**config.mk**
```make
export PLATFORM = sky130hd
export DESIGN_NAME = simon_tone_sequencer_flat
export DESIGN_NICKNAME = d
export VERILOG_FILES = /design/src/rtl/simon_pkg.sv /design/src/rtl/simon_tone_sequencer_if.sv /design/src/rtl/simon_seq_mem.sv /design/src/rtl/simon_tone_sequencer.sv /design/src/flat_wrapper.sv
export SDC_FILE = /design/constraint.sdc
export NUM_CORES = 1
export LEC_CHECK = 0
export CAP_MARGIN = 15
export CORE_MARGIN = 3
export CORE_UTILIZATION = 60
export DETAILED_ROUTE_END_ITERATION = 8
export PLACE_DENSITY = 0.86
export SYNTH_ARGS = -nofsm -noshare
export SYNTH_HDL_FRONTEND = slang
export SYNTH_SLANG_ARGS = --single-unit
```
**constraint.sdc**
```tcl
create_clock -name clk -period 5.6 [get_ports clk]
set_clock_uncertainty 0.1 [all_clocks]
set_input_delay 1.12 -clock clk [delete_from_list [all_inputs] [get_ports clk]]
set_output_delay 1.12 -clock clk [all_outputs]
set_load 0.01 [all_outputs]
```
**src/rtl/simon_pkg.sv**
```systemverilog
// simon_pkg
// Types shared by the Simon tone sequencer, the sound controller and the
// game FSM.
//   color_t        : the four pad colours, encoded as the sound index
//   seq_state_t    : playback FSM states of the tone sequencer
//   color_to_sound : maps a colour onto the 4-bit sound_select code
package simon_pkg;

  typedef enum logic [1:0] {
    GREEN  = 2'd0,
    RED    = 2'd1,
    YELLOW = 2'd2,
    BLUE   = 2'd3
  } color_t;

  typedef enum logic [1:0] {
    IDLE = 2'd0,
    NOTE = 2'd1,
    GAP  = 2'd2
  } seq_state_t;

  // Colour sounds occupy the low four slots of the sound table.
  function automatic logic [3:0] color_to_sound(input color_t color);
    return {2'b00, color};
  endfunction

endpackage

```
**src/rtl/simon_tone_sequencer_if.sv**
```systemverilog
// simon_tone_sequencer_if
// Bundles the game-control and sound-controller side signals of the tone
// sequencer.
//   master : game control (drives clear/append/start, observes status and
//            the sound outputs)
//   slave  : the tone sequencer itself
// Signals:
//   clear, append_valid, append_color, append_ready, start : control side
//   busy, done, seq_len, step_idx                          : status
//   sound_select, play                                     : to sound_controller
interface simon_tone_sequencer_if #(parameter int MAX_LEN = 32);
  import simon_pkg::*;

  localparam int LEN_W = $clog2(MAX_LEN + 1);
  localparam int IDX_W = (MAX_LEN > 1) ? $clog2(MAX_LEN) : 1;

  logic             clear;
  logic             append_valid;
  color_t           append_color;
  logic             append_ready;
  logic             start;
  logic             busy;
  logic             done;
  logic [LEN_W-1:0] seq_len;
  logic [IDX_W-1:0] step_idx;
  logic [3:0]       sound_select;
  logic             play;

  modport master (
    output clear, append_valid, append_color, start,
    input  append_ready, busy, done, seq_len, step_idx, sound_select, play
  );

  modport slave (
    input  clear, append_valid, append_color, start,
    output append_ready, busy, done, seq_len, step_idx, sound_select, play
  );

endinterface

```
**src/rtl/simon_seq_mem.sv**
```systemverilog
// simon_seq_mem
// MAX_LEN x 2-bit colour store for the Simon sequence. One synchronous write
// port, one combinational read port. The array has no reset; entries at or
// above seq_len are never read for playback.
//   clk      : system clock
//   wr_en    : write strobe
//   wr_addr  : write index
//   wr_color : colour to store
//   rd_addr  : read index
//   rd_color : colour stored at rd_addr
module simon_seq_mem
  import simon_pkg::*;
#(
  parameter int MAX_LEN = 32,
  localparam int IDX_W = (MAX_LEN > 1) ? $clog2(MAX_LEN) : 1
) (
  input  logic             clk,
  input  logic             wr_en,
  input  logic [IDX_W-1:0] wr_addr,
  input  color_t           wr_color,
  input  logic [IDX_W-1:0] rd_addr,
  output color_t           rd_color
);

  color_t mem [MAX_LEN];

  always_ff @(posedge clk) begin
    if (wr_en) begin
      mem[wr_addr] <= wr_color;
    end
  end

  assign rd_color = mem[rd_addr];

endmodule

```
**src/rtl/simon_tone_sequencer.sv**
```systemverilog
// simon_tone_sequencer
// Stores the Simon colour sequence and plays it back as NOTE_CYCLES of tone
// followed by GAP_CYCLES of silence per step.
//   clk   : system clock
//   reset : asynchronous, active-low reset
//   bus   : slave side of simon_tone_sequencer_if (control, status, and the
//           sound_select/play pair feeding sound_controller)
module simon_tone_sequencer
  import simon_pkg::*;
#(
  parameter int MAX_LEN     = 32,
  parameter int NOTE_CYCLES = 25_000_000,
  parameter int GAP_CYCLES  = 5_000_000
) (
  input  logic                    clk,
  input  logic                    reset,
  simon_tone_sequencer_if.slave   bus
);

  localparam int LEN_W   = $clog2(MAX_LEN + 1);
  localparam int IDX_W   = (MAX_LEN > 1) ? $clog2(MAX_LEN) : 1;
  localparam int MAX_CYC = (NOTE_CYCLES > GAP_CYCLES) ? NOTE_CYCLES : GAP_CYCLES;
  localparam int TMR_W   = (MAX_CYC > 1) ? $clog2(MAX_CYC) : 1;

  seq_state_t       state;
  logic [TMR_W-1:0] timer;
  logic [LEN_W-1:0] seq_len;
  logic [IDX_W-1:0] step_idx;
  logic             play;
  logic             done;
  logic [3:0]       sound_select;

  logic             idle;
  logic             append_fire;
  logic [LEN_W-1:0] next_count;
  logic [IDX_W-1:0] rd_addr;
  color_t           rd_color;
  color_t           first_color;

  assign idle             = (state == IDLE);
  assign bus.append_ready = idle && (seq_len < LEN_W'(MAX_LEN));
  assign append_fire      = bus.append_valid && bus.append_ready && !bus.clear;
  assign next_count       = LEN_W'(step_idx) + LEN_W'(1);

  // The read port looks one step ahead so the colour of the next note is
  // ready when the registered sound_select is loaded: step 0 from IDLE,
  // step_idx+1 from GAP.
  assign rd_addr = idle ? '0 : step_idx + IDX_W'(1);

  // On an empty sequence the first step is the one being appended this very
  // cycle, which is not in the array yet, so bypass it.
  assign first_color = (seq_len == '0) ? bus.append_color : rd_color;

  simon_seq_mem #(.MAX_LEN(MAX_LEN)) u_mem (
    .clk      (clk),
    .wr_en    (append_fire),
    .wr_addr  (seq_len[IDX_W-1:0]),
    .wr_color (bus.append_color),
    .rd_addr  (rd_addr),
    .rd_color (rd_color)
  );

  // Playback FSM with registered outputs. clear wins over append and start.
  always_ff @(posedge clk or negedge reset) begin
    if (!reset) begin
      state        <= IDLE;
      timer        <= '0;
      seq_len      <= '0;
      step_idx     <= '0;
      play         <= 1'b0;
      done         <= 1'b0;
      sound_select <= 4'd0;
    end else if (bus.clear) begin
      state        <= IDLE;
      timer        <= '0;
      seq_len      <= '0;
      step_idx     <= '0;
      play         <= 1'b0;
      done         <= 1'b0;
      sound_select <= 4'd0;
    end else begin
      done <= 1'b0;
      if (append_fire) begin
        seq_len <= seq_len + LEN_W'(1);
      end
      case (state)
        IDLE: begin
          if (bus.start) begin
            if ((seq_len != '0) || append_fire) begin
              state        <= NOTE;
              step_idx     <= '0;
              timer        <= TMR_W'(NOTE_CYCLES - 1);
              play         <= 1'b1;
              sound_select <= color_to_sound(first_color);
            end else begin
              done <= 1'b1;
            end
          end
        end
        NOTE: begin
          if (timer == '0) begin
            state        <= GAP;
            timer        <= TMR_W'(GAP_CYCLES - 1);
            play         <= 1'b0;
            sound_select <= 4'd0;
          end else begin
            timer <= timer - TMR_W'(1);
          end
        end
        GAP: begin
          if (timer == '0) begin
            if (next_count < seq_len) begin
              state        <= NOTE;
              step_idx     <= step_idx + IDX_W'(1);
              timer        <= TMR_W'(NOTE_CYCLES - 1);
              play         <= 1'b1;
              sound_select <= color_to_sound(rd_color);
            end else begin
              state <= IDLE;
              done  <= 1'b1;
            end
          end else begin
            timer <= timer - TMR_W'(1);
          end
        end
        default: state <= IDLE;
      endcase
    end
  end

  assign bus.busy         = !idle;
  assign bus.done         = done;
  assign bus.seq_len      = seq_len;
  assign bus.step_idx     = step_idx;
  assign bus.play         = play;
  assign bus.sound_select = sound_select;

endmodule

```
**src/flat_wrapper.sv**
```systemverilog
// flat-port wrapper written by rule: the top's interface ports become plain ports
module simon_tone_sequencer_flat import simon_pkg::*;
#(
  parameter int MAX_LEN     = 32,
  parameter int NOTE_CYCLES = 25_000_000,
  parameter int GAP_CYCLES  = 5_000_000
)
  (clk, reset, bus_clear, bus_append_valid, bus_append_color, bus_start, bus_append_ready, bus_busy, bus_done, bus_seq_len, bus_step_idx, bus_sound_select, bus_play);
  simon_tone_sequencer_if #(.MAX_LEN(MAX_LEN)) bus_i ();
  input  logic clk;
  input  logic reset;
  input wire logic [$bits(bus_i.clear)-1:0] bus_clear;
  input wire logic [$bits(bus_i.append_valid)-1:0] bus_append_valid;
  input wire logic [$bits(bus_i.append_color)-1:0] bus_append_color;
  input wire logic [$bits(bus_i.start)-1:0] bus_start;
  output wire logic [$bits(bus_i.append_ready)-1:0] bus_append_ready;
  output wire logic [$bits(bus_i.busy)-1:0] bus_busy;
  output wire logic [$bits(bus_i.done)-1:0] bus_done;
  output wire logic [$bits(bus_i.seq_len)-1:0] bus_seq_len;
  output wire logic [$bits(bus_i.step_idx)-1:0] bus_step_idx;
  output wire logic [$bits(bus_i.sound_select)-1:0] bus_sound_select;
  output wire logic [$bits(bus_i.play)-1:0] bus_play;
  assign bus_i.clear = bus_clear;
  assign bus_i.append_valid = bus_append_valid;
  assign bus_i.append_color = bus_append_color;
  assign bus_i.start = bus_start;
  assign bus_append_ready = bus_i.append_ready;
  assign bus_busy = bus_i.busy;
  assign bus_done = bus_i.done;
  assign bus_seq_len = bus_i.seq_len;
  assign bus_step_idx = bus_i.step_idx;
  assign bus_sound_select = bus_i.sound_select;
  assign bus_play = bus_i.play;
  simon_tone_sequencer #(.MAX_LEN(MAX_LEN), .NOTE_CYCLES(NOTE_CYCLES), .GAP_CYCLES(GAP_CYCLES)) u_core (.clk(clk), .reset(reset), .bus(bus_i));
endmodule
```
Word-level counts from Yosys, hierarchy flattened. Memories as Yosys holds them, arrays and structs flattened. Cells that the tools add are included.

Add/subtract/negate cells: 4. Order comparisons: 2. Equal/unequal tests: 8. Muxes and demuxes: 46. Reduce and logical (&&, ||, !) cells: 17.

Operator list (number): two-way mux 25 bit (6); one-hot mux 25 bit (3 select lines) (1); two-way mux 5 bit (6); zero test 25 bit (1); subtractor 25 x 1 -> 25 bit (second input constant) (1); two-way mux 4 bit (6); two-way mux 1 bit (14); two-way mux 2 bit (6); two-way mux 6 bit (2); one-hot mux 4 bit (3 select lines) (1); one-hot mux 5 bit (2 select lines) (1); != test 3 x 2 -> 1 bit (second input constant) (3); AND reduction 4 bit (2); adder 5 x 1 -> 6 bit (second input constant) (1); adder 6 x 1 -> 6 bit (second input constant) (1); zero test 6 bit (1); < comparator 6 bit (1); < comparator 6 bit (second input constant) (1); != test 3 bit (second input constant) (2); one-hot mux 2 bit (3 select lines) (1); AND reduction 6 bit (1); nonzero test 6 bit (1); adder 5 x 1 -> 5 bit (second input constant) (1); AND reduction 5 bit (1); other kinds (12) (15).

Bits in registers: 44. RAM bits: 64. Input port bits: 7. Output and inout bits: 19. Memories: 1.

Memory list: u_core.u_mem.mem (words 32, bits a word 2, read ports 1, clocked after memory_dff 0, write ports 1, line simon_seq_mem.sv:25) `color_t mem [MAX_LEN];`.

Depth between registers and ports, before layout. Gate-level depths: netlist of run 1.

Depth in word-level cells: 9. Mapped depth: 13. Depth with buffers taken out: 11.

Hierarchy. A second synthesis of run 1 with hierarchy kept.

Cells, all modules: 531. Area total of the unflattened synthesis: 5720.5 sq um.

Modules (own cells, without submodules): simon_tone_sequencer (times used 1, cells each 349, area an instance 2976.6 sq um, sequential area each 1051.0 sq um); simon_seq_mem (times used 1, cells each 182, area an instance 2743.9 sq um, sequential area each 1921.8 sq um).

Worst setup path after synthesis of run 1. No wires, ideal clock.

Kind: reg2reg. From: reg u_core.step_idx[0] (netlist: u_core.bus.step_idx[0]). To: reg u_core.timer[18]. Setup time: 121 ps. Arrival time: 3057 ps. Setup slack: 2322 ps. Stages on the path, launching flop included: 14. Buffers on the path: 4. Cells stage by stage: dfrtp_1 clkbuf_1 buf_2 buf_2 nand4_1 nor2_1 ha_1 a21oi_1 a2bb2oi_1 nand2_1 a21oi_1 clkbuf_8 nand2_1 a22o_1.

Longest elaborated chain between the ends: 4.

RTL lines: from (decl) (line simon_tone_sequencer.sv:28) `logic [IDX_W-1:0] step_idx;`; from (signal assigned) (line simon_tone_sequencer.sv:114) `step_idx <= step_idx + IDX_W'(1);`; adder 5 x 1 -> 6 bit (line simon_tone_sequencer.sv:43) `assign next_count = LEN_W'(step_idx) + LEN_W'(1);`; < comparator 6 bit (line simon_tone_sequencer.sv:112) `if (next_count < seq_len) begin`; != test 4 bit (no line); AND reduction 4 bit (no line); to (signal assigned) (line simon_tone_sequencer.sv:107) `timer <= timer - TMR_W'(1);`; to (signal assigned) (line simon_tone_sequencer.sv:115) `timer <= TMR_W'(NOTE_CYCLES - 1);`; to (signal assigned) (line simon_tone_sequencer.sv:123) `timer <= timer - TMR_W'(1);`; to (decl) (line simon_tone_sequencer.sv:26) `logic [TMR_W-1:0] timer;`.

No other way between the ends. A chain may end at the register's enable or synchronous reset.

Final worst setup path of run 1.
From: reg u_core.step_idx[1] (netlist: u_core.bus.step_idx[1]). To: reg u_core.timer[22].

Same word-level chain as after synthesis.

==> impl_summary.log, run 1 <==
INFO  metric multiInputGateArea = 2580 um2
INFO  metric placed_cells = 688
INFO  metric grt_usage = 27.32%
INFO  metric fmaxAchievable = 251.1 MHz
INFO  metric grt_antenna_before_repair = 0
INFO  metric cts_max_level = 3
INFO  metric timing.final.setup_violations = 0
INFO  metric place_hpwl = 9705 um
INFO  metric holdBufCountCts = 0
INFO  metric syn-cell-area = 5836 um2
INFO  metric dr.first_iter.drc_count = 552
INFO  metric register_area = 2973 um2
INFO  metric fin_crit_sh = 71.11%
INFO  metric die_outline_area = 10950 um2
INFO  metric critPathRequiredTime = 5.77 ns
INFO  metric worstPathMaxFanout = 24
INFO  metric cp-end-kind = flop
INFO  metric synth-seq-area-share = 50.94%
INFO  metric clock_latency = 0.39 ns
INFO  metric synth_flop_cell = sky130_fd_sc_hd__edfxtp_1
INFO  metric timing.max_slew.rel_slack = 36.15%
INFO  metric max_stage_delay_cell_worst_path = sky130_fd_sc_hd__o21ai_2
INFO  metric layout.cells.most_common = sky130_fd_sc_hd__nor2_1
INFO  metric synth_area_per_cell = 10.44 um2
INFO  metric chipHeight = 104.6 um
INFO  metric post-synth-top-area-fraction = 32.93%
INFO  metric start_util = 62.56%
INFO  metric final-instance-count-excl-fill = 706
INFO  metric fin_worst_hold_slack = 0.4207 ns
INFO  metric finalWorstPathRequiredPeriod = 3.982 ns
INFO  metric cts_post_setup_buffers_inserted = 0
INFO  metric cts_inserted_buffers = 9
INFO  metric grt_max_degree = 43
INFO  metric clockBufferDepth = 2
INFO  metric status = completed
INFO  metric drt.antenna.violating_nets = 0
INFO  metric slowest_delay = 0.74 ns
INFO  metric io_pins = 26
INFO  metric final.setup.worst_slack = 1.618 ns
INFO  metric fillerInstances = 710
INFO  metric leakagePower = 2.231 nW
INFO  metric timing_max_transition_violations_final = 0
INFO  metric antenna-diode-count = 0
INFO  metric num_vias = 4738
INFO  metric timing.setup.critical_path_class = reg -> reg
INFO  metric grt_overflow_total = 0
INFO  metric synth_seq_cells = 106
INFO  metric cts_sinks = 106
INFO  metric cp_common_cell = sky130_fd_sc_hd__ha_1
INFO  metric yosys.cell_types.count = 80
INFO  metric setup-tns-final = 0 ns
INFO  metric detailedPlace.worstSlack = 1.395 ns
INFO  metric nNetsFinal = 595
INFO  metric buffer_ports.inserted = 23
INFO  metric synthesis.yosys.warnings = 0
INFO  metric first_pass_grt_wire_length = 23900 um
INFO  metric timing.final.hold_violations = 0
INFO  metric worst_hold_path_type = reg -> reg
INFO  metric cts_root_buffer = sky130_fd_sc_hd__clkbuf_8
INFO  metric cp.arrival = 4.15 ns
INFO  metric mostFrequentLayoutCells = sky130_fd_sc_hd__nor2_1 (75), sky130_fd_sc_hd__edfxtp_1 (64), sky130_fd_sc_hd__dfrtp_1 (42)
INFO  metric cp-start-kind = flop
INFO  metric post_cts.resized_instances = 0
INFO  metric drt-vias-per-instance = 6.711
INFO  metric wire_per_inst = 20.81 um
INFO  metric std_cell_rows = 35
INFO  metric detail_route.wirelength = 14690 um
INFO  metric chipWidth = 104.6 um
INFO  metric dr.pass1.iters = 5
INFO  metric clkSlewWorstSetupHoldPaths = 0.11 ns
INFO  metric drive_above_1_share = 8.839%
INFO  metric actual_slew_at_the_worst_max_slew_pin = 0.9576 ns
INFO  metric cap_viol_max_count = 0
INFO  metric synth-edff-count = 64
INFO  metric route.detailed.drc = 0
INFO  metric async_flop_share = 39.62%
INFO  metric placeable_core_region = 9328 um2
INFO  metric grt_setup_unrepaired = no
INFO  metric top_cell_type_by_total_area_after_synthesis = sky130_fd_sc_hd__edfxtp_1
INFO  metric finalWeightedCongestion = 0.9404
INFO  metric clock_tree_from_tritoncts = yes
INFO  metric via_count_of_the_first_global_routing_pass = 4611
INFO  metric synth_area_leaders = sky130_fd_sc_hd__edfxtp_1 (33%), sky130_fd_sc_hd__dfrtp_1 (18%), sky130_fd_sc_hd__nor2_1 (4.8%)
INFO  metric power_per_cell_area = 407.7 nW/um2
INFO  metric synth_cells = 559
INFO  metric layout-area-overhead-vs-synth = 7.633%
INFO  metric ir_worst_vdd = 282.6 uV
INFO  metric ordered_cell_list_for_the_critical_path = ha_1 > xnor2_2 > clkinv_1 > ha_1 > o2111ai_1 > and2_1 > o21ai_2 > nor2_1 > a22o_1
-- report_power, final --
group	internal [mW]	switching, mW	total (mW)
Combinational	0.398	0.668	1.07
Sequential	0.916	0.109	1.02
Clock	0.174	0.296	0.470
Total	1.49	1.07	2.56
-- kinds of logic after synthesis --
kind of cell	count (synthesis)	share of synthesized area [%]
compound gates	157	18.68
xor+xnor	8	1.329
fa+ha+maj	16	3.430
buf+inv	56	4.910
flops	106	50.94
mux	15	3.087
other cells	1	0.06426
simple gates	200	17.56
-- per-stage QoR --
step | utilization [%] | total power, mW | instance area (um2)
floorplan | - | 1.795 | 5839
global placement | 65.16 | 2.019 | 6078
detailed placement | 65.16 | 2.056 | 6078
CTS | 67.20 | 2.521 | 6269
global route | 67.34 | 2.695 | 6281
finish | 67.34 | 2.561 | 6281
-- area by class of cell --
cell class / instances / share of cell area, %
repair buffers: 30 / 4.382
clock inverters: 7 / 1.056
inverters: 27 / 1.614
flip-flops and latches: 106 / 47.33
multi-input cells: 398 / 41.08
well taps: 129 / 2.570
clock buffers: 9 / 1.972
-- state kept, by name, summed over array words and instances (netlist names) --
signal                   flops
u_core.u_mem.mem            64
u_core.timer                25
u_core.bus.seq_len           6
u_core.bus.step_idx          5
u_core.bus.sound_select      2
u_core.state                 2
u_core.bus.done              1
u_core.bus.play              1
-- metal layers --
metal	track usage, %	vias to the layer above	wire, um
met5	0	-	0
met4	11.43	0	423
met3	5.188	42	1219
met2	44.00	297	7282
met1	36.50	2271	5766
li1	-	2128	-
-- Yosys cell counts, types with 6 or more instances --
library cell	count
sky130_fd_sc_hd__nand2b_1	8
sky130_fd_sc_hd__o221ai_1	6
sky130_fd_sc_hd__edfxtp_1	64
sky130_fd_sc_hd__o21ai_0	35
sky130_fd_sc_hd__buf_2	8
sky130_fd_sc_hd__nand2_1	34
sky130_fd_sc_hd__a21oi_1	26
sky130_fd_sc_hd__nand3_1	23
sky130_fd_sc_hd__nor2_1	75
sky130_fd_sc_hd__a31oi_1	7
sky130_fd_sc_hd__dfrtp_1	42
sky130_fd_sc_hd__mux2i_1	9
sky130_fd_sc_hd__ha_1	16
sky130_fd_sc_hd__nor4_1	9
sky130_fd_sc_hd__nor3_1	13
sky130_fd_sc_hd__inv_1	23
sky130_fd_sc_hd__clkbuf_1	12
sky130_fd_sc_hd__o31ai_1	17
-- path summary, 6_finish.rpt --
path | startpoint | endpoint | slack, ns | depth (start not counted)
max in group asynchronous | reset | u_core.bus.step_idx[3]$_DFFE_PN0P_ | 4.05 | 1
worst min-delay path | u_core.bus.play$_DFFE_PN0P_ | u_core.bus.play$_DFFE_PN0P_ | 0.42 | 2
worst max-delay path | u_core.bus.step_idx[1]$_DFFE_PN0P_ | u_core.timer[22]$_DFFE_PN0P_ | 1.62 | 9
worst max register to register | u_core.bus.step_idx[1]$_DFFE_PN0P_ | u_core.timer[22]$_DFFE_PN0P_ | 1.62 | 9
worst min register to register | u_core.bus.play$_DFFE_PN0P_ | u_core.bus.play$_DFFE_PN0P_ | 0.42 | 2
min in group asynchronous | reset | u_core.bus.step_idx[0]$_DFFE_PN0P_ | 0.77 | 1
-- critical path: cells and delay by family, from the launching register on --
kind,cells,cell delay (ns)
compound gates,3,1.20
xor+xnor,1,0.47
fa+ha+maj,2,0.71
buf+inv,1,0.45
flops,1,0.47
simple gates,2,0.47
No activity file was read; power rests on OpenSTA's default activity.
==> run 2: changes to the inputs <==
Settings changed: CORE_UTILIZATION 60 to 55, PLACE_DENSITY 0.86 to 0.83.
Clock period 5.6 ns to 3.4 ns, I/O delays scaled along.
==> run 2 against run 1 <==
Core utilization decreased by 3.1 points; final cell count increased by 3.1%; non-clock buffer count increased by 18; largest cell class unchanged; count of clock-buffer cells in the layout unchanged; fmax increased by 27%; first-iteration DRC count increased by 15%; worst setup slack got worse by 1.3 ns; worst hold slack got worse by 0.11 ns; register-to-register slack got worse by 1.3 ns; sequential share of layout area decreased by 1.2 points; global-route usage decreased by 1.2 points; sequential power increased by 67%.
==> impl_summary.log, run 2 (same netlist as run 1, synthesis figures left out) <==
INFO  metric largest_register = u_core.u_mem.mem
INFO  metric power.share.combinational = 42.9% (+1.3 points)
INFO  metric fin_worst_hold_slack = 0.3079 ns (-0.1128 ns)
INFO  metric drt.antenna.violating_nets = 0 (unchanged)
INFO  metric placeable_core_region = 10040 um2 (+7.7%)
INFO  metric layout.cells.most_common = sky130_fd_sc_hd__nor2_1
INFO  metric chipWidth = 109.0 um (+4.2%)
INFO  metric route.detailed.drc = 0 (unchanged)
INFO  metric clockBufferDepth = 2 (unchanged)
INFO  metric die_outline_area = 11880 um2 (+8.6%)
INFO  metric wl_met3 = 1652 um (+36%)
INFO  metric mostFrequentLayoutCells = sky130_fd_sc_hd__nor2_1 (75), sky130_fd_sc_hd__edfxtp_1 (64), sky130_fd_sc_hd__dfrtp_1 (41)
INFO  metric first_element_of_the_critical_path = u_core.bus.step_idx[0]$_DFFE_PN0P_
INFO  metric std_cell_rows = 36 (+2.9%)
INFO  metric timing.max_slew.rel_slack = 37.95% (+1.8 points)
INFO  metric grt_setup_unrepaired = no
INFO  metric worst_hold_path_type = in -> async
INFO  metric place_hpwl = 10340 um (+6.5%)
INFO  metric fmaxAchievable = 320.2 MHz (+27%)
INFO  metric status = completed
INFO  metric cp-end-kind = flop
INFO  metric power_per_cell_area = 675.5 nW/um2 (+66%)
INFO  metric drt-vias-per-instance = 6.521 (-2.8%)
INFO  metric cap_viol_max_count = 0 (unchanged)
INFO  metric actual_slew_at_the_worst_max_slew_pin = 0.9308 ns (-0.02687 ns)
INFO  metric setup-tns-final = 0 ns (unchanged)
INFO  metric clkSlewWorstSetupHoldPaths = 0.11 ns (about the same)
INFO  metric timing.final.hold_violations = 0 (unchanged)
INFO  metric clock_tree_from_tritoncts = yes
INFO  metric cts_sinks = 106 (unchanged)
INFO  metric antenna-diode-count = 0 (unchanged)
INFO  metric switching_share = 41.50% (-0.40 points)
INFO  metric first_pass_grt_wire_length = 23660 um (-1.0%)
INFO  metric power.switching = 1.808 mW (+69%)
INFO  metric num_vias = 4747 (+0.19%)
INFO  metric cts_max_level = 3 (unchanged)
INFO  metric p_clk_share = 18.2% (-0.2 points)
INFO  metric dr.first_iter.drc_count = 635 (+15%)
INFO  metric worstReg2RegStart = u_core.bus.step_idx[0]$_DFFE_PN0P_
INFO  metric grt_max_degree = 43 (unchanged)
INFO  metric post_cts.resized_instances = 0 (unchanged)
INFO  metric timing_max_transition_violations_final = 0 (unchanged)
INFO  metric finalWorstPathRequiredPeriod = 3.123 ns (-0.8588 ns)
INFO  metric wl_met1 = 6306 um (+9.4%)
INFO  metric grt_overflow_total = 0 (unchanged)
INFO  metric fin_crit_sh = 91.86% (+21 points)
INFO  metric reg_top3 = u_core.u_mem.mem (64), u_core.timer (25), u_core.bus.seq_len (6)
INFO  metric timing.final.setup_violations = 0 (unchanged)
INFO  metric via_count_of_the_first_global_routing_pass = 4547 (-1.4%)
INFO  metric seq_power_share = 38.9% (-1.1 points)
INFO  metric cp-start-kind = flop
INFO  metric cts_post_setup_buffers_inserted = 0 (unchanged)
INFO  metric holdBufCountCts = 0 (unchanged)
INFO  metric chipHeight = 109.0 um (+4.2%)
INFO  metric finalWeightedCongestion = 0.9619 (+2.3%)
INFO  metric dr.pass1.iters = 5 (unchanged)
INFO  metric drive_above_1_share = 11.76% (+2.9 points)
INFO  metric top_layer = met4
INFO  metric worstPathMaxFanout = 8 (-67%)
INFO  metric clock_latency = 0.40 ns (about the same)
INFO  metric internal_power = 2.549 mW (+71%)
INFO  metric cp.arrival = 3.35 ns (-0.80 ns)
INFO  metric layout-area-overhead-vs-synth = 10.51%
INFO  metric cts_inserted_buffers = 9 (unchanged)
INFO  metric buffer_ports.inserted = 23 (unchanged)
INFO  metric wire_per_inst = 19.98 um (-4.0%)
INFO  metric grt_usage = 26.11% (-1.2 points)
INFO  metric start_util = 58.10% (-4.5 points)
INFO  metric critPathRequiredTime = 3.62 ns (-2.15 ns)
INFO  metric io_pins = 26 (unchanged)
INFO  metric grt_antenna_before_repair = 0 (unchanged)
INFO  metric nNetsFinal = 613 (+3.0%)
INFO  metric multiInputGateArea = 2587 um2 (+0.29%)
INFO  metric cts_root_buffer = sky130_fd_sc_hd__clkbuf_8
INFO  metric ir_worst_vdd = 590.4 uV (+110%)
INFO  metric fillerInstances = 773 (+8.9%)
INFO  metric met2_wirelength = 6435 um (-12%)
INFO  metric leakagePower = 2.321 nW (+4.0%)
INFO  metric finalCoreUtilization = 64.20% (-3.1 points)
INFO  metric timing.setup.critical_path_class = reg -> reg
INFO  metric detail_route.wirelength = 14540 um (-1.0%)
INFO  metric largest_reg_flops = 64 (unchanged)
INFO  metric register_area = 2974 um2 (about the same)
## run 2: changes by cell type in the layout (fill, tap and decap cells not counted), sizes merged
| cell | change |
|---|---|
| buf | +19 |
| inv | -1 |
| clkbuf | -1 |
| clkinv | +1 |
## run 2: cell type report
class,instances,share of cell area [%]
inverters,27,1.572
clock inverters,7,1.281
flip-flops and latches,106,46.12
well taps,133,2.581
clock buffers,9,1.921
multi-input cells,398,40.12
repair buffers,48,6.403
## run 2: final timing paths
kind	to	slack, ns	depth (start not counted)
setup / recovery	u_core.bus.step_idx[4]$_DFFE_PN0P_	0.28	11
hold / removal	u_core.timer[0]$_DFFE_PN0P_	0.31	1
setup reg to reg	u_core.bus.step_idx[4]$_DFFE_PN0P_	0.28	11
hold reg to reg	u_core.timer[23]$_DFFE_PN0P_	0.42	1
max in group asynchronous	u_core.bus.step_idx[0]$_DFFE_PN0P_	2.26	1
min in group clk	u_core.timer[23]$_DFFE_PN0P_	0.42	1
## run 2: metal layers
layer	GRT usage [%]	vias to the layer above
met5	0	-
met4	7.484	0
met3	6.750	22
met2	38.99	293
met1	37.74	2275
li1	-	2157
## run 2: metrics by stage
stage / instances / total power, mW / instance area [um2] / worst slack (ns)
global route: 728 / 4.620 / 6449 / 0.009176
CTS: 728 / 4.317 / 6440 / 0.2472
floorplan: 560 / 2.957 / 5839 / 0.1215
global placement: 712 / 3.470 / 6233 / 0.3851
finish: 728 / 4.356 / 6449 / 0.2769
detailed placement: 712 / 3.535 / 6233 / 0.2534
## run 2: worst max-delay path: stages (launching register included)
cell and delay, ns:
sky130_fd_sc_hd__dfrtp_2 0.45, sky130_fd_sc_hd__ha_1 0.25, sky130_fd_sc_hd__nand3_1 0.16, sky130_fd_sc_hd__xnor2_1 0.23, sky130_fd_sc_hd__inv_1 0.08, sky130_fd_sc_hd__ha_1 0.29, sky130_fd_sc_hd__and4b_1 0.21, sky130_fd_sc_hd__a2bb2oi_1 0.26
sky130_fd_sc_hd__and2_1 0.25, sky130_fd_sc_hd__o211ai_1 0.24, sky130_fd_sc_hd__or4_1 0.45, sky130_fd_sc_hd__o21ai_1 0.09
## run 2: power groups by stage
stage | clock [mW] | sequential [mW] | combinational, mW
after global routing | 0.858 | 1.72 | 2.04
final | 0.793 | 1.70 | 1.87
after global placement | 0 | 1.71 | 1.76
after detailed placement | 0 | 1.71 | 1.82
after CTS | 0.804 | 1.69 | 1.82
after floorplan | 0 | 1.66 | 1.30
==> run 3: changes to the inputs <==
Settings changed: CORE_UTILIZATION 55 to 57, CTS_BUF_LIST from default to sky130_fd_sc_hd__clkbuf_2 sky130_fd_sc_hd__clkbuf_4 sky130_fd_sc_hd__clkbuf_8, PLACE_DENSITY 0.83 to 0.86.
==> run 3 against run 2 <==
Via count rose by 2.6%; die area fell by 3.3%; combinational power barely moved; register-to-register slack got worse by 0.03 ns; core utilization rose by 0.94 points; power fell by 0.44%; worst hold slack improved by 0.024 ns; first-iteration DRC count fell by 1.1%.
==> impl_summary.log, run 3 (same netlist as run 1, synthesis figures left out) <==
INFO  metric cap_viol_max_count = 0 (unchanged)
INFO  metric wl_met3 = 1349 um (-18%)
INFO  metric cp-start-kind = flop
INFO  metric finalWorstPathRequiredPeriod = 3.152 ns (+0.02842 ns)
INFO  metric route.detailed.drc = 0 (unchanged)
INFO  metric p_clk_share = 18.3% (about the same)
INFO  metric largest_reg_flops = 64 (unchanged)
INFO  metric chipWidth = 107.2 um (-1.7%)
INFO  metric timing.final.hold_violations = 0 (unchanged)
INFO  metric finalWeightedCongestion = 0.9751 (+1.4%)
INFO  metric clock_tree_from_tritoncts = yes
INFO  metric num_vias = 4872 (+2.6%)
INFO  metric die_outline_area = 11490 um2 (-3.3%)
INFO  metric max_stage_delay_cell_worst_path = sky130_fd_sc_hd__dfrtp_1
INFO  metric grt_overflow_total = 0 (unchanged)
INFO  metric cts_inserted_buffers = 9 (unchanged)
INFO  metric wl_met1 = 5813 um (-7.8%)
INFO  metric start_util = 59.16% (+1.1 points)
INFO  metric largest_register = u_core.u_mem.mem
INFO  metric top_layer = met4
INFO  metric timing.max_slew.rel_slack = 35.97% (-2.0 points)
INFO  metric mostFrequentLayoutCells = sky130_fd_sc_hd__nor2_1 (75), sky130_fd_sc_hd__edfxtp_1 (64), sky130_fd_sc_hd__dfrtp_1 (42)
INFO  metric layout.cells.most_common = sky130_fd_sc_hd__nor2_1
INFO  metric power.switching = 1.802 mW (-0.29%)
INFO  metric dr.first_iter.drc_count = 628 (-1.1%)
INFO  metric leakagePower = 2.319 nW (-0.10%)
INFO  metric detailedPlace.worstSlack = 0.3148 ns (+0.06133 ns)
INFO  metric chipHeight = 107.2 um (-1.7%)
INFO  metric post_cts.resized_instances = 0 (unchanged)
INFO  metric io_pins = 26 (unchanged)
INFO  metric worstPathMaxFanout = 7 (-1)
INFO  metric actual_slew_at_the_worst_max_slew_pin = 0.9605 ns (+0.02972 ns)
INFO  metric fmaxAchievable = 317.3 MHz (-0.90%)
INFO  metric buffer_ports.inserted = 23 (unchanged)
INFO  metric worst_path_dominant_cell_family = simple AND/OR/NAND/NOR gates
INFO  metric cp.arrival = 3.38 ns (+0.03 ns)
INFO  metric holdBufCountCts = 0 (unchanged)
INFO  metric drt-vias-per-instance = 6.711 (+2.9%)
INFO  metric power.share.combinational = 43.0% (about the same)
INFO  metric switching_share = 41.56% (+0.062 points)
INFO  metric cts_sinks = 106 (unchanged)
INFO  metric std_cell_rows = 36 (unchanged)
INFO  metric seq_power_share = 38.7% (-0.2 points)
INFO  metric worst_hold_path_type = in -> async
INFO  metric fin_crit_sh = 92.69% (+0.84 points)
INFO  metric dr.pass1.iters = 5 (unchanged)
INFO  metric cp_common_cell = sky130_fd_sc_hd__ha_1
INFO  metric grt_setup_unrepaired = no
INFO  metric cts_post_setup_buffers_inserted = 0 (unchanged)
INFO  metric placeable_core_region = 9864 um2 (-1.8%)
INFO  metric layout-area-overhead-vs-synth = 10.12%
INFO  metric wire_per_inst = 20.65 um (+3.4%)
INFO  metric via_count_of_the_first_global_routing_pass = 4814 (+5.9%)
INFO  metric place_hpwl = 10340 um (about the same)
INFO  metric clock_latency = 0.38 ns (-0.02 ns)
INFO  metric grt_antenna_before_repair = 0 (unchanged)
INFO  metric path_depth = 11 (unchanged)
INFO  metric timing.setup.critical_path_class = reg -> reg
INFO  metric critPathBufInv = 1 (unchanged)
INFO  metric final.setup.worst_slack = 0.2485 ns (-0.02842 ns)
INFO  metric status = completed
INFO  metric first_pass_grt_wire_length = 24550 um (+3.8%)
INFO  metric power_per_cell_area = 674.9 nW/um2 (about the same)
INFO  metric clockBufferDepth = 2 (unchanged)
INFO  metric cts_root_buffer = sky130_fd_sc_hd__clkbuf_8
INFO  metric grt_usage = 27.25% (+1.1 points)
INFO  metric nNetsFinal = 611 (-0.33%)
INFO  metric reg_top3 = u_core.u_mem.mem (64), u_core.timer (25), u_core.bus.seq_len (6)
INFO  metric drive_above_1_share = 11.30% (-0.47 points)
INFO  metric worstRegToRegCells = 11 (unchanged)
INFO  metric rrSetupSlack = 0.25 ns (-0.03 ns)
INFO  metric grt_max_degree = 43 (unchanged)
INFO  metric antenna-diode-count = 0 (unchanged)
INFO  metric ordered_cell_list_for_the_critical_path = ha_1 > nand3_1 > xnor2_1 > inv_1 > ha_1 > and4b_1 > a2bb2oi_1 > o211ai_2 > or2_1 > nor4_1 > a221o_1
INFO  metric setup-tns-final = 0 ns (unchanged)
INFO  metric cp-end-kind = flop
INFO  metric ir_worst_vdd = 360.6 uV (-39%)
INFO  metric detail_route.wirelength = 14990 um (+3.1%)
INFO  metric slowest_delay = 0.43 ns (-0.02 ns)
INFO  metric met2_wirelength = 7280 um (+13%)
INFO  metric internal_power = 2.535 mW (-0.54%)
INFO  metric cts_max_level = 3 (unchanged)
INFO  metric drt.antenna.violating_nets = 0 (unchanged)
INFO  metric critPathRequiredTime = 3.63 ns (about the same)
INFO  metric timing_max_transition_violations_final = 0 (unchanged)
INFO  metric finalCoreUtilization = 65.14% (+0.94 points)
INFO  metric timing.final.setup_violations = 0 (unchanged)
INFO  metric clkSlewWorstSetupHoldPaths = 0.12 ns (about the same)
-- run 3: changes by cell type in the layout (fill, tap and decap cells not counted) --
cell	before	now
sky130_fd_sc_hd__buf_4	25	23
sky130_fd_sc_hd__clkinvlp_4	1	0
sky130_fd_sc_hd__dfrtp_1	41	42
sky130_fd_sc_hd__dfrtp_2	1	0
sky130_fd_sc_hd__inv_6	0	1
sky130_fd_sc_hd__o21ai_2	0	1
sky130_fd_sc_hd__o21ai_4	1	0
-- run 3: final timing paths --
path / start / endpoint
setup reg to reg: u_core.bus.step_idx[0]$_DFFE_PN0P_ / u_core.bus.sound_select[1]$_DFFE_PN0P_
min in group clk: u_core.timer[17]$_DFFE_PN0P_ / u_core.timer[17]$_DFFE_PN0P_
hold / removal: reset / u_core.timer[10]$_DFFE_PN0P_
hold reg to reg: u_core.timer[17]$_DFFE_PN0P_ / u_core.timer[17]$_DFFE_PN0P_
setup / recovery: u_core.bus.step_idx[0]$_DFFE_PN0P_ / u_core.bus.sound_select[1]$_DFFE_PN0P_
max in group asynchronous: reset / u_core.bus.sound_select[0]$_DFFE_PN0P_
-- run 3: layer usage --
metal / vias to the layer above / GRT usage (%)
met5: - / 0
met4: 0 / 11.23
met3: 65 / 5.659
met2: 308 / 43.66
met1: 2336 / 36.26
li1: 2163 / -
-- run 3: power by group through the flow --
stage / clock network (mW) / registers (mW) / logic (mW)
floorplan: 0 / 1.66 / 1.30
global placement: 0 / 1.69 / 1.75
detailed placement: 0 / 1.70 / 1.80
CTS: 0.803 / 1.67 / 1.82
global route: 0.852 / 1.69 / 2.03
finish: 0.792 / 1.68 / 1.87
-- run 3: worst register-to-register path: stages (launching register included) --
cell	delay (ns)
sky130_fd_sc_hd__dfrtp_1	0.43
sky130_fd_sc_hd__ha_1	0.25
sky130_fd_sc_hd__nand3_1	0.15
sky130_fd_sc_hd__xnor2_1	0.23
sky130_fd_sc_hd__inv_1	0.07
sky130_fd_sc_hd__ha_1	0.29
sky130_fd_sc_hd__and4b_1	0.22
sky130_fd_sc_hd__a2bb2oi_1	0.32
sky130_fd_sc_hd__o211ai_2	0.17
sky130_fd_sc_hd__or2_1	0.33
sky130_fd_sc_hd__nor4_1	0.34
sky130_fd_sc_hd__a221o_1	0.20
-- run 3: layout make-up --
| class | count | area (um2) |
|---|---|---|
| timing repair buffer | 46 | 397.9 |
| sequential | 106 | 2973 |
| inverter | 27 | 101.3 |
| clock inverter | 7 | 83.83 |
| tap | 133 | 166.4 |
| clock buffer | 9 | 123.9 |
| multi-input combinational | 398 | 2580 |
| fill | 734 | 3438 |
-- run 3: through the flow --
| step | cell area, um2 | instances | total power, mW | hold WS, ns |
|---|---|---|---|---|
| floorplan | 5839 | 560 | 2.957 | 0.2844 |
| global placement | 6218 | 710 | 3.438 | 0.3798 |
| detailed placement | 6218 | 710 | 3.505 | 0.3936 |
| CTS | 6426 | 726 | 4.298 | 0.3602 |
| global route | 6426 | 726 | 4.578 | 0.4077 |
| finish | 6426 | 726 | 4.337 | 0.3321 |
